$ cat config.mk
export PLATFORM = sky130hd
export DESIGN_NAME = sector_buf_arbiter
export DESIGN_NICKNAME = d
export VERILOG_FILES = /design/src/rtl/sector_buf_arbiter.sv
export SDC_FILE = /design/constraint.sdc
export NUM_CORES = 1
export LEC_CHECK = 0
export CORE_AREA = 8 8 86 88
export DETAILED_ROUTE_END_ITERATION = 10
export DIE_AREA = 0 0 94 96
export PLACE_DENSITY = 0.86
export SYNTH_ARGS = -nofsm -noshare
export SYNTH_HDL_FRONTEND = slang
export SYNTH_SLANG_ARGS = --single-unit
$ cat constraint.sdc
create_clock -name clk -period 2.9 [get_ports clk]
set_input_delay 0.58 -clock clk [delete_from_list [all_inputs] [get_ports clk]]
set_output_delay 0.58 -clock clk [all_outputs]
set_load 0.05 [all_outputs]
$ cat src/rtl/sector_buf_arbiter.sv
// Request/acknowledge scheduler sharing the single-port sector buffer between
// the 6502 CPU (port A) and the WD1793 core (port B), with burst lock and watchdog.
module sector_buf_arbiter #(
  parameter int ADDR_W       = 9,
  parameter int DATA_W       = 8,
  parameter int B_FIXED_PRIO = 0,
  parameter int LOCK_MAX     = 1024
) (
  input  logic              clk,
  input  logic              reset_n,
  input  logic              a_req,
  input  logic              a_we,
  input  logic [ADDR_W-1:0] a_addr,
  input  logic [DATA_W-1:0] a_wdata,
  output logic              a_ack,
  output logic [DATA_W-1:0] a_rdata,
  input  logic              b_req,
  input  logic              b_we,
  input  logic [ADDR_W-1:0] b_addr,
  input  logic [DATA_W-1:0] b_wdata,
  output logic              b_ack,
  output logic [DATA_W-1:0] b_rdata,
  input  logic              b_lock,
  output logic [ADDR_W-1:0] ram_addr,
  output logic              ram_we,
  output logic [DATA_W-1:0] ram_di,
  input  logic [DATA_W-1:0] ram_q,
  output logic              busy,
  output logic              lock_timeout
);

  localparam int CNT_W = $clog2(LOCK_MAX + 1);

  typedef enum logic [1:0] {IDLE, ISSUE, DATA} state_t;
  typedef enum logic [1:0] {OWN_NONE, OWN_A, OWN_B} owner_t;

  state_t            state;
  owner_t            owner;
  logic              last_grant_b;
  logic              rd_pend;
  logic [CNT_W-1:0]  lock_cnt;
  logic [DATA_W-1:0] a_rdata_q;
  logic [DATA_W-1:0] b_rdata_q;

  logic wd_expired;
  logic a_excluded;
  logic grant_a;
  logic grant_b;

  assign wd_expired = (lock_cnt == CNT_W'(LOCK_MAX));
  assign a_excluded = b_lock && (owner == OWN_B) && !wd_expired;

  // An expired watchdog overrides both the lock and fixed priority for one A grant.
  always_comb begin
    grant_a = 1'b0;
    grant_b = 1'b0;
    if (wd_expired && a_req) begin
      grant_a = 1'b1;
    end else if (a_excluded) begin
      grant_b = b_req;
    end else if (a_req && b_req) begin
      if (B_FIXED_PRIO != 0)  grant_b = 1'b1;
      else if (last_grant_b)  grant_a = 1'b1;
      else                    grant_b = 1'b1;
    end else begin
      grant_a = a_req;
      grant_b = b_req;
    end
  end

  always_ff @(posedge clk or negedge reset_n) begin
    if (!reset_n) begin
      state        <= IDLE;
      owner        <= OWN_NONE;
      last_grant_b <= 1'b1;
      rd_pend      <= 1'b0;
      lock_cnt     <= '0;
      lock_timeout <= 1'b0;
      ram_addr     <= '0;
      ram_we       <= 1'b0;
      ram_di       <= '0;
      a_ack        <= 1'b0;
      b_ack        <= 1'b0;
      a_rdata_q    <= '0;
      b_rdata_q    <= '0;
    end else begin
      a_ack <= 1'b0;
      b_ack <= 1'b0;

      if (state == IDLE && grant_a) begin
        lock_cnt <= '0;
        if (wd_expired) lock_timeout <= 1'b1;
      end else if (a_req && a_excluded) begin
        lock_cnt <= lock_cnt + CNT_W'(1);
      end

      case (state)
        IDLE: begin
          ram_we <= 1'b0;
          if (grant_a || grant_b) begin
            state        <= ISSUE;
            owner        <= grant_a ? OWN_A : OWN_B;
            last_grant_b <= grant_b;
            ram_addr     <= grant_a ? a_addr  : b_addr;
            ram_we       <= grant_a ? a_we    : b_we;
            ram_di       <= grant_a ? a_wdata : b_wdata;
            rd_pend      <= grant_a ? !a_we   : !b_we;
          end
        end
        ISSUE: begin
          ram_we <= 1'b0;
          state  <= DATA;
          a_ack  <= (owner == OWN_A);
          b_ack  <= (owner == OWN_B);
        end
        DATA: begin
          state <= IDLE;
          if (rd_pend && owner == OWN_A) a_rdata_q <= ram_q;
          if (rd_pend && owner == OWN_B) b_rdata_q <= ram_q;
        end
        default: begin
          state  <= IDLE;
          ram_we <= 1'b0;
        end
      endcase
    end
  end

  // The RAM's read data only exists during the ack cycle, so it is forwarded there.
  assign a_rdata = (a_ack && rd_pend) ? ram_q : a_rdata_q;
  assign b_rdata = (b_ack && rd_pend) ? ram_q : b_rdata_q;
  assign busy    = (state != IDLE);

endmodule

==> results.txt, run 1 <==
----------------------------------------------------
[GRT]
  Wire length of the first global-routing pass ... between 10000 and 15000 um
  Total overflow reported by the global router ... 0
  Antenna violations before repair ... 0
  Pin count of the biggest net entering global routing ... 37
  Global Route Usage Sum ... 13.93%
  Via count of the first global-routing pass ... 2119

[STA]
  # setup viols final ... 0
  Worst rel slew slack ... 38.27%
  Aggregate negative setup slack ... 0 ns
  Worst clock skew on the final layout ... 0.002726 ns
  Measured slew at the worst slew-check pin ... approximately 0.93 ns
  Unrepaired setup endpoints after global routing ... no
  Period utilization ... around nine tenths
  Peak Freq ... roughly 0.38 GHz
  Final max-slew violation count ... 0
  Crit path time final ... 2.610 ns
  Hold Violations, Final ... 0

[Floorplan]
  I/O pin count ... 87
  Vert. Die Dim ... ~96 um
  Placement row count ... 29
  Core Region ... between 6000 and 7000 sq um
  Die W ... 94 um
  DIE AREA ... 9024 sq um
  Initial core utilization ... between 40 and 50%

[Setup path]
  Cell-by-cell trace of the critical path ... inv_1 -> ha_1 -> nor4b_4 -> nand4_1 -> and4_1 -> nor2_2 -> mux2_2
  Kind of end point of the critical path ... flip-flop
  Cell family with the largest share of critical-path delay ... simple AND/OR/NAND/NOR gates
  Highest cell delay on the worst timing path ... between 0.7 and 0.8 ns
  Critical Setup Path Class ... flip-flop to flip-flop
  Launching element type of the critical path ... flip-flop
  Largest fanout on the critical path ... 20
  Data arrival time of the worst path ... 2.80 ns
  Combined buffer and inverter count along the critical path ... 1
  Worst path slowest cell ... sky130_fd_sc_hd__nor2_2
  Critical path data required time ... 3.09 ns

[Yosys]
  Largest cells by area after synthesis ... sky130_fd_sc_hd__dfrtp_1 (49%), sky130_fd_sc_hd__mux2_2 (24%), sky130_fd_sc_hd__mux2_4 (5.0%), sky130_fd_sc_hd__nor2_1 (3.0%), sky130_fd_sc_hd__xor2_1 (2.3%)
  Ys flop type ... sky130_fd_sc_hd__dfrtp_1
  Number of synthesized flops with an enable pin ... 0
  Cell variety after synth ... 34
  Area leader, netlist ... sky130_fd_sc_hd__dfrtp_1
  Average instance area after synthesis ... 12.77 sq um
  Warning count from the yosys run ... 0
  Post-synthesis async set-or-reset flop share ... 100.0%
  Area share of the largest cell type after synthesis ... 48.98%
  Net Count, Synth ... 263
  Gate Count Post-Synth ... between 200 and 250
  Summed instance area of the synthesized netlist ... 2708 sq um
  Sequential area share after synthesis ... ~50%
  Post-synthesis register bit count ... 54

[Clocking]
  Level count of the clock H-tree ... 2
  Cts hold-fix bufs ... 0
  Number of buffers created by CTS ... 5
  TritonCTS Sinks ... 54
  Number of buffers added for setup after CTS ... 0
  CTS root buffer ... sky130_fd_sc_hd__clkbuf_8
  TritonCTS clock tree ... yes
  Clock latency reported for the late side of the worst-skew pair ... 0.29 ns
  CTS clock-pin slew for the worst setup and hold paths ... 0.09 ns
  Quantity of gates resized following cts ... 0
  CTS Buffer Depth ... 2

[Layout]
  Post-layout instance count excluding filler cells ... 381
  Layout-stage area growth over the synthesis result ... 36.88%
  Final standard cell area without fillers ... 3706 sq um
  Final standard cell utilization of the core ... 60.80%
  Number of diodes added for antenna fixing ... 0
  Net total in the final layout ... 354
  Layout cells sized above 1 ... around a third

[Flow run]
  Max Cap Violations ... 0

[Detailed routing]
  Initial DRC count ... 82
  Via-per-instance ratio ... 5.050
  Post-detailed-route wirelength per cell ... about 16 um
  Total number of vias ... 1924
  WL final ... 6057 um
  DRC violations left ... 0
  Remaining number of nets flagged by the antenna check after routing ... 0
  Detailed-routing iteration count for the pre-antenna-repair pass ... 4

[Power and ir drop]
  Power share of the clock group ... 11.8%
  Post-layout power ... 4.126 mW
  Switching share of power ... between 40 and 50%
  Leakage dissipation ... 1.669 nW
  Internal power summed over all cells ... 2.271 mW
  Fraction of power consumed by combinational cells ... 58.3%
  Peak ir drop on the vdd network ... 631.0 uV
  Switching power summed over all nets ... ~1.9 mW
  Flop pwr share ... 29.9%
  Power per unit of standard cell area ... around 1100 nW/um^2

[Placement]
  Placer's final routability congestion estimate ... 0.8062
  Count of input and output buffers ... 86
  DP Area ... approximately 3600 sq um
  Number of placed instances, taps included ... about 370
  HPWL Detailed ... 4675 um

[Run status]
  Outcome ... complete, no violations

[Hold path]
  Hold crit path type ... input pin to asynchronous set/reset pin

----------------------------------------------------
## path summary, 6_finish.rpt
kind,slack (ns),cells after the start,end,start
worst max-delay path,0.29,7,ram_di[0],lock_cnt[0]
worst max register to register,0.29,7,ram_di[0],lock_cnt[0]
worst min-delay path,0.20,1,ram_addr[4],reset_n
worst min register to register,0.48,1,lock_timeout,lock_timeout
max in group asynchronous,1.88,2,last_grant_b,reset_n
min in group clk,0.48,1,lock_timeout,lock_timeout
## stage by stage
step	hold slack [ns]	setup slack (ns)
floorplan	0.2844	0.8149
global placement	0.4628	0.2025
detailed placement	0.4589	0.1263
CTS	0.2061	0.2807
global route	0.2123	0.1060
finish	0.2011	0.2896
## cell type report
type	count	area [sq um]
clock buffer	7	76.32
clock inverter	1	30.03
fill	525	2390
inverter	7	26.28
multi-input combinational	146	1286
sequential	54	1353
tap	77	96.34
timing repair buffer	89	838.3
## kinds of logic (layout without fill, tap and decap cells)
| family | after synthesis | after routing | share of synthesized area (%) |
|---|---|---|---|
| buf+inv | 12 | 104 | 2.634 |
| mux | 68 | 68 | 29.48 |
| flops | 54 | 54 | 49.95 |
| fa+ha+maj | 2 | 2 | 0.9241 |
| compound gates | 6 | 6 | 1.433 |
| xor+xnor | 10 | 10 | 3.235 |
| simple gates | 60 | 60 | 12.34 |
## state kept, by name, summed over array words and instances, names as in the netlist
register	flops
lock_cnt	11
ram_addr	9
ram_di	8
a_ack	1
b_rdata_q	8
owner	2
a_rdata_q	8
b_ack	1
ram_we	1
state	2
last_grant_b	1
rd_pend	1
lock_timeout	1
## power groups by stage
stage,Combinational [mW],Sequential [mW],Clock (mW)
CTS,2.44,1.23,0.501
global route,2.54,1.27,0.533
floorplan,1.26,1.68,0
detailed placement,2.43,1.25,0
global placement,2.39,1.23,0
finish,2.41,1.23,0.486
## synth_stat cells, types with 2 or more instances
| cell | n |
|---|---|
| sky130_fd_sc_hd__mux2_2 | 58 |
| sky130_fd_sc_hd__buf_2 | 2 |
| sky130_fd_sc_hd__nor2b_1 | 3 |
| sky130_fd_sc_hd__inv_1 | 7 |
| sky130_fd_sc_hd__nand2b_1 | 4 |
| sky130_fd_sc_hd__mux2_4 | 9 |
| sky130_fd_sc_hd__o21ai_0 | 2 |
| sky130_fd_sc_hd__nand4_1 | 6 |
| sky130_fd_sc_hd__dfrtp_1 | 53 |
| sky130_fd_sc_hd__xnor2_1 | 3 |
| sky130_fd_sc_hd__and3_1 | 2 |
| sky130_fd_sc_hd__nor2_1 | 22 |
| sky130_fd_sc_hd__nand3_1 | 5 |
| sky130_fd_sc_hd__ha_1 | 2 |
| sky130_fd_sc_hd__nand2_1 | 9 |
| sky130_fd_sc_hd__xor2_1 | 7 |
## cells in the final DEF (no fill, tap or decap), drive strengths merged, types with 2 or more instances in the layout
cell,synthesis,layout
xor2,7,7
xnor2,3,3
dfrtp,53,53
o21ai,2,2
nand4,6,6
mux2,67,67
buf,4,20
nand2b,4,4
nor2b,3,3
and3,2,2
inv,7,7
clkbuf,1,7
nand2,9,9
clkdlybuf4s50,0,69
nor2,22,22
ha,2,2
nand3,6,6
## per-layer routing
| layer | track usage [%] | part of all wire (%) | vias to the layer above |
|---|---|---|---|
| met2 | 23.40 | 50 | 57 |
| met4 | 4.359 | 1.4 | 0 |
| met5 | 0 | 0 | - |
| li1 | - | - | 923 |
| met1 | 15.93 | 41 | 935 |
| met3 | 5.616 | 7.6 | 9 |
No activity file was read; power rests on OpenSTA's default activity.
==> inputs of run 2 (changes only) <==
--- a/config.mk
+++ b/config.mk
@@ -5,9 +5,9 @@
 export SDC_FILE = /design/constraint.sdc
 export NUM_CORES = 1
 export LEC_CHECK = 0
-export CORE_AREA = 8 8 86 88
+export CORE_AREA = 2 2 80 82
 export DETAILED_ROUTE_END_ITERATION = 10
-export DIE_AREA = 0 0 94 96
+export DIE_AREA = 0 0 82 84
 export PLACE_DENSITY = 0.86
 export SYNTH_ARGS = -nofsm -noshare
 export SYNTH_HDL_FRONTEND = slang
==> run 2 against run 1 <==
Sequential cell count did not move; critical path depth unchanged; first-iteration DRC count is 9.8% lower; highest routed layer unchanged; clock skew grew 0.0026 ns; global-route usage up 3.7 points; non-clock buffer count is 1 higher; routed wire length fell by 7.0%; critical endpoint is now ram_di[7]; clock power is 12% lower; design area decreased by 0.20%.
==> results.txt, run 2 (same netlist as run 1, synthesis figures left out) <==
----------------------------------------------------
[Run status]
  Outcome ... complete, no violations

[Clocking]
  Quantity of gates resized following cts ... 0 (unchanged)
  Clock latency reported for the late side of the worst-skew pair ... 0.30 ns (about the same)
  CTS Buffer Depth ... 2 (unchanged)
  TritonCTS clock tree ... yes
  Number of buffers created by CTS ... 5 (unchanged)
  Cts hold-fix bufs ... 0 (unchanged)
  CTS clock-pin slew for the worst setup and hold paths ... 0.09 ns (about the same)
  Number of buffers added for setup after CTS ... 0 (unchanged)
  Level count of the clock H-tree ... 2 (unchanged)
  CTS root buffer ... sky130_fd_sc_hd__clkbuf_8
  TritonCTS Sinks ... 54 (unchanged)

[STA]
  Final max-slew violation count ... 0 (unchanged)
  Worst rel slew slack ... 37.98% (-0.29 points)
  Measured slew at the worst slew-check pin ... 0.9293 ns (+0.004299 ns)
  Aggregate negative setup slack ... 0 ns (unchanged)
  Hold Violations, Final ... 0 (unchanged)
  Crit path time final ... 2.630 ns (+0.01978 ns)
  # setup viols final ... 0 (unchanged)
  Worst clock skew on the final layout ... 0.005296 ns (+0.002570 ns)
  Period utilization ... 90.70% (+0.68 points)
  Unrepaired setup endpoints after global routing ... no
  Peak Freq ... 0.3802 GHz (-0.75%)

[Floorplan]
  Placement row count ... 29 (unchanged)
  Initial core utilization ... 44.42% (unchanged)
  I/O pin count ... 87 (unchanged)
  Vert. Die Dim ... 84 um (-13%)
  Die W ... 82 um (-13%)
  Core Region ... 6096 sq um (unchanged)
  DIE AREA ... 6888 sq um (-24%)

[GRT]
  Pin count of the biggest net entering global routing ... 30 (-19%)
  Global Route Usage Sum ... 17.65% (+3.7 points)
  Antenna violations before repair ... 0 (unchanged)
  Wire length of the first global-routing pass ... 9342 um (-8.0%)
  Total overflow reported by the global router ... 0 (unchanged)
  Via count of the first global-routing pass ... 2083 (-1.7%)

[Setup path]
  Kind of end point of the critical path ... flip-flop
  Critical path data required time ... 3.09 ns (about the same)
  Launching element type of the critical path ... flip-flop
  Critical Setup Path Class ... flip-flop to flip-flop
  Largest fanout on the critical path ... 20 (unchanged)
  Data arrival time of the worst path ... 2.82 ns (+0.02 ns)

[Layout]
  Commonest non-fill, non-tap cells in the layout ... sky130_fd_sc_hd__clkdlybuf4s50_1 (69), sky130_fd_sc_hd__mux2_2 (58), sky130_fd_sc_hd__dfrtp_1 (53), sky130_fd_sc_hd__nor2_1 (21), sky130_fd_sc_hd__buf_4 (20)
  Number of diodes added for antenna fixing ... 0 (unchanged)
  Leading cell type in the layout, fill and taps excluded ... sky130_fd_sc_hd__clkdlybuf4s50_1
  Layout-stage area growth over the synthesis result ... 36.60%
  Register with the most flip-flops ... lock_cnt
  Final standard cell area without fillers ... 3699 sq um (-0.20%)
  Number of flip-flops in the largest register ... 11 (unchanged)
  Leading registers by flop count ... lock_cnt: 11 flops, ram_addr: 9 flops
  Net total in the final layout ... 355 (+0.28%)
  Layout cells sized above 1 ... 32.79% (+0.55 points)

[Placement]
  Count of input and output buffers ... 86 (unchanged)
  DP Area ... 3607 sq um (+0.21%)
  Placer's final routability congestion estimate ... 0.7700 (-4.5%)
  HPWL Detailed ... 4250 um (-9.1%)

[Detailed routing]
  WL final ... 5630 um (-7.0%)
  Total number of vias ... 1950 (+1.4%)
  DRC violations left ... 0 (unchanged)
  Initial DRC count ... 74 (-9.8%)
  Detailed-routing iteration count for the pre-antenna-repair pass ... 4 (unchanged)
  Post-detailed-route wirelength per cell ... 14.74 um (-7.3%)
  Via-per-instance ratio ... 5.105 (+1.1%)
  Remaining number of nets flagged by the antenna check after routing ... 0 (unchanged)

[Hold path]
  Hold crit path type ... input pin to asynchronous set/reset pin

[Flow run]
  Max Cap Violations ... 0 (unchanged)

[Power and ir drop]
  Power per unit of standard cell area ... 1098 nW/um^2 (-1.4%)
  Peak ir drop on the vdd network ... 554.6 uV (-12%)
  Leakage dissipation ... 1.670 nW (about the same)

----------------------------------------------------
run 2: final cells by class:
class / instances / area (sq um)
clock buffers: 7 / 86.33
clock inverters: 1 / 5.005
fillers: 507 / 2397
inverters: 7 / 26.28
multi-input cells: 146 / 1286
flip-flops and latches: 54 / 1353
well taps: 77 / 96.34
repair buffers: 90 / 845.8
run 2: critical path, cell delays in order, from the launching register on:
cell,delay (ns)
sky130_fd_sc_hd__dfrtp_1,0.44
sky130_fd_sc_hd__inv_1,0.08
sky130_fd_sc_hd__ha_1,0.15
sky130_fd_sc_hd__nor4b_4,0.30
sky130_fd_sc_hd__nand4_1,0.14
sky130_fd_sc_hd__and4_1,0.26
sky130_fd_sc_hd__nor2_2,0.72
sky130_fd_sc_hd__mux2_2,0.43
run 2: stage by stage:
stage | setup slack [ns] | util [%] | hold WS, ns | power, mW | std cells
3_5_place_dp | 0.09379 | 59.17 | 0.4735 | 3.667 | 374
6_report | 0.2698 | 60.67 | 0.3012 | 4.062 | 382
5_1_grt | 0.05766 | 60.67 | 0.3367 | 4.281 | 382
3_3_place_gp | 0.2008 | 59.17 | 0.4647 | 3.594 | 374
2_1_floorplan | 0.8149 | - | 0.2844 | 2.939 | 212
4_1_cts | 0.2170 | 60.67 | 0.3171 | 4.109 | 382
run 2: worst paths after layout:
path                               from            to  cells past startpoint  slack, ns
hold reg to reg            lock_timeout  lock_timeout                      1       0.48
setup reg to reg            lock_cnt[0]     ram_di[7]                      7       0.27
hold / removal                  reset_n   ram_addr[4]                      1       0.30
min in group clk           lock_timeout  lock_timeout                      1       0.48
max in group asynchronous       reset_n   ram_addr[8]                      2       1.96
setup / recovery            lock_cnt[0]     ram_di[7]                      7       0.27
run 2: metal layers:
| metal | wire length, um | vias to the layer above | track usage, % |
|---|---|---|---|
| li1 | - | 920 | - |
| met1 | 2282 | 962 | 19.80 |
| met2 | 2931 | 62 | 31.26 |
| met3 | 372 | 6 | 5.952 |
| met4 | 44 | 0 | 4.697 |
| met5 | 0 | - | 0 |
run 2: where the power goes:
| part | internal, mW | switching, mW | total [mW] |
|---|---|---|---|
| Sequential | 1.05 | 0.183 | 1.24 |
| Combinational | 0.961 | 1.44 | 2.40 |
| Clock | 0.193 | 0.233 | 0.426 |
| Total | 2.21 | 1.86 | 4.06 |
==> inputs of run 3 (changes only) <==
--- a/config.mk
+++ b/config.mk
@@ -5,10 +5,10 @@
 export SDC_FILE = /design/constraint.sdc
 export NUM_CORES = 1
 export LEC_CHECK = 0
-export CORE_AREA = 2 2 80 82
+export CORE_AREA = 2 2 86 88
 export DETAILED_ROUTE_END_ITERATION = 10
-export DIE_AREA = 0 0 82 84
-export PLACE_DENSITY = 0.86
+export DIE_AREA = 0 0 88 90
+export PLACE_DENSITY = 0.77
 export SYNTH_ARGS = -nofsm -noshare
 export SYNTH_HDL_FRONTEND = slang
 export SYNTH_SLANG_ARGS = --single-unit
==> run 3 against run 2 <==
Clock skew rose by 0.0039 ns; worst setup slack better by 0.0093 ns; fmax increased by 0.35%; non-clock buffer count stayed put; count of clock-buffer cells in the layout is 1 lower; hold slack better by 0.058 ns; via count fell by 3.2%; utilization down 7.5 points.
==> results.txt, run 3 (same netlist as run 1, synthesis figures left out) <==
----------------------------------------------------
[STA]
  Period utilization ... 90.38% (-0.32 points)
  Aggregate negative setup slack ... 0 ns (unchanged)
  Hold Violations, Final ... 0 (unchanged)
  Peak Freq ... 0.3815 GHz (+0.35%)
  Unrepaired setup endpoints after global routing ... no
  Worst Slack Setup Final ... 0.2791 ns (+0.009288 ns)
  # setup viols final ... 0 (unchanged)
  Final max-slew violation count ... 0 (unchanged)
  Worst clock skew on the final layout ... 0.009221 ns (+0.003925 ns)
  Worst rel slew slack ... 39.03% (+1.0 points)
  Measured slew at the worst slew-check pin ... 0.9136 ns (-0.01573 ns)
  Crit path time final ... 2.621 ns (-0.009288 ns)

[Detailed routing]
  Detailed-routing iteration count for the pre-antenna-repair pass ... 4 (unchanged)
  Total number of vias ... 1888 (-3.2%)
  Initial DRC count ... 102 (+38%)
  Remaining number of nets flagged by the antenna check after routing ... 0 (unchanged)
  Via-per-instance ratio ... 4.673 (-8.5%)
  WL final ... 5352 um (-4.9%)
  DRC violations left ... 0 (unchanged)
  Post-detailed-route wirelength per cell ... 13.25 um (-10%)

[Clocking]
  CTS Buffer Depth ... 2 (unchanged)
  CTS clock-pin slew for the worst setup and hold paths ... 0.10 ns (about the same)
  TritonCTS Sinks ... 54 (unchanged)
  Level count of the clock H-tree ... 2 (unchanged)
  Number of buffers added for setup after CTS ... 0 (unchanged)
  Cts hold-fix bufs ... 0 (unchanged)
  Clock latency reported for the late side of the worst-skew pair ... 0.31 ns (about the same)
  TritonCTS clock tree ... yes
  Number of buffers created by CTS ... 5 (unchanged)
  CTS root buffer ... sky130_fd_sc_hd__clkbuf_8
  Quantity of gates resized following cts ... 0 (unchanged)

[GRT]
  Antenna violations before repair ... 0 (unchanged)
  Wire length of the first global-routing pass ... 9004 um (-3.6%)
  Total overflow reported by the global router ... 0 (unchanged)
  Pin count of the biggest net entering global routing ... 39 (+30%)
  Via count of the first global-routing pass ... 1945 (-6.6%)
  Global Route Usage Sum ... 14.42% (-3.2 points)

[Floorplan]
  I/O pin count ... 87 (unchanged)
  Initial core utilization ... 38.57% (-5.8 points)
  Vert. Die Dim ... 90 um (+7.1%)
  Placement row count ... 31 (+6.9%)
  DIE AREA ... 7920 sq um (+15%)
  Core Region ... 7020 sq um (+15%)
  Die W ... 88 um (+7.3%)

[Setup path]
  Launching element type of the critical path ... flip-flop
  Worst r2r path cells ... 7 (unchanged)
  Kind of end point of the critical path ... flip-flop
  Largest fanout on the critical path ... 20 (unchanged)
  Data arrival time of the worst path ... 2.82 ns (about the same)
  Critical path data required time ... 3.10 ns (about the same)
  End of the worst register-to-register path ... ram_addr[3]
  Worst R2R Setup Slack ... 0.28 ns (about the same)
  Reg2Reg Launch Point ... lock_cnt[0]
  Critical Setup Path Class ... flip-flop to flip-flop

[Power and ir drop]
  Leakage dissipation ... 1.669 nW (about the same)
  Flop pwr share ... 30.3% (about the same)
  Peak ir drop on the vdd network ... 549.3 uV (-0.95%)
  Power share of the clock group ... 10.8% (+0.3 points)
  Switching power summed over all nets ... 1.844 mW (-0.63%)
  Switching share of power ... 45.54% (-0.13 points)
  Power per unit of standard cell area ... 1085 nW/um^2 (-1.2%)
  Fraction of power consumed by combinational cells ... 58.9% (-0.2 points)
  Internal power summed over all cells ... 2.205 mW (about the same)

[Layout]
  Number of flip-flops in the largest register ... 11 (unchanged)
  Net total in the final layout ... 355 (unchanged)
  Register with the most flip-flops ... lock_cnt
  Layout-stage area growth over the synthesis result ... 37.75%
  Leading cell type in the layout, fill and taps excluded ... sky130_fd_sc_hd__clkdlybuf4s50_1
  Final standard cell utilization of the core ... 53.13% (-7.5 points)
  Commonest non-fill, non-tap cells in the layout ... sky130_fd_sc_hd__clkdlybuf4s50_1 (69), sky130_fd_sc_hd__mux2_2 (58), sky130_fd_sc_hd__dfrtp_1 (53), sky130_fd_sc_hd__nor2_1 (21), sky130_fd_sc_hd__buf_4 (20)
  Leading registers by flop count ... lock_cnt: 11 flops, ram_addr: 9 flops
  Number of diodes added for antenna fixing ... 0 (unchanged)
  Layout cells sized above 1 ... 33.11% (+0.33 points)

[Hold path]
  Hold crit path type ... input pin to asynchronous set/reset pin

[Placement]
  Post-place setup slack ... 0.1285 ns (+0.03470 ns)
  Placer's final routability congestion estimate ... 0.7306 (-5.1%)
  Count of input and output buffers ... 86 (unchanged)
  HPWL Detailed ... 4024 um (-5.3%)

[Flow run]
  Max Cap Violations ... 0 (unchanged)

[Run status]
  Outcome ... complete, no violations

----------------------------------------------------
-- run 3: power by group through the flow --
stage	Sequential (mW)	Combinational [mW]	Clock, mW
5_1_grt	1.27	2.51	0.490
6_report	1.23	2.39	0.436
3_3_place_gp	1.23	2.38	0
2_1_floorplan	1.68	1.26	0
3_5_place_dp	1.24	2.41	0
4_1_cts	1.23	2.42	0.451
-- run 3: routing by layer --
| layer | part of all wire (%) | track usage, % | vias up |
|---|---|---|---|
| li1 | - | - | 921 |
| met1 | 44 | 18.55 | 902 |
| met2 | 48 | 23.23 | 59 |
| met3 | 6.5 | 4.408 | 6 |
| met4 | 1.2 | 4.231 | 0 |
| met5 | 0 | 0 | - |
-- run 3: area by class of cell --
| class | count | area [sq um] |
|---|---|---|
| clock buffer | 6 | 82.58 |
| clock inverter | 2 | 12.51 |
| fill | 637 | 3291 |
| inverter | 7 | 26.28 |
| multi-input combinational | 146 | 1286 |
| sequential | 54 | 1353 |
| tap | 99 | 123.9 |
| timing repair buffer | 90 | 845.8 |
-- run 3: worst max-delay path by stage --
| stage | startpoint | to | slack [ns] | cells after the start |
|---|---|---|---|---|
| 2_1_floorplan | lock_cnt[0] | ram_addr[1] | 0.81 | 9 |
| 3_3_place_gp | b_lock | ram_di[3] | 0.18 | 6 |
| 3_5_place_dp | a_req | ram_addr[3] | 0.13 | 6 |
| 4_1_cts | lock_cnt[0] | ram_addr[3] | 0.25 | 7 |
| 5_1_grt | lock_cnt[0] | rd_pend | 0.09 | 7 |
| 6_report | lock_cnt[0] | ram_addr[3] | 0.28 | 7 |
-- run 3: through the flow --
step                      instance area (sq um)  power, mW  instances  hold WS (ns)
final                                      3730      4.048        404        0.3590
after floorplan                            2708      2.939        212        0.2844
after CTS                                  3730      4.101        404        0.3837
after detailed placement                   3635      3.655        396        0.4636
after global routing                       3730      4.269        404        0.4123
after global placement                     3635      3.612        396        0.4668
-- run 3: worst max-delay path, stage by stage (launching register included) --
cell and delay [ns]:
sky130_fd_sc_hd__dfrtp_1 0.44, sky130_fd_sc_hd__inv_1 0.08, sky130_fd_sc_hd__ha_1 0.15, sky130_fd_sc_hd__nor4b_4 0.33
sky130_fd_sc_hd__nand4_1 0.13, sky130_fd_sc_hd__and4_1 0.25, sky130_fd_sc_hd__nor2_2 0.70, sky130_fd_sc_hd__mux2_2 0.42
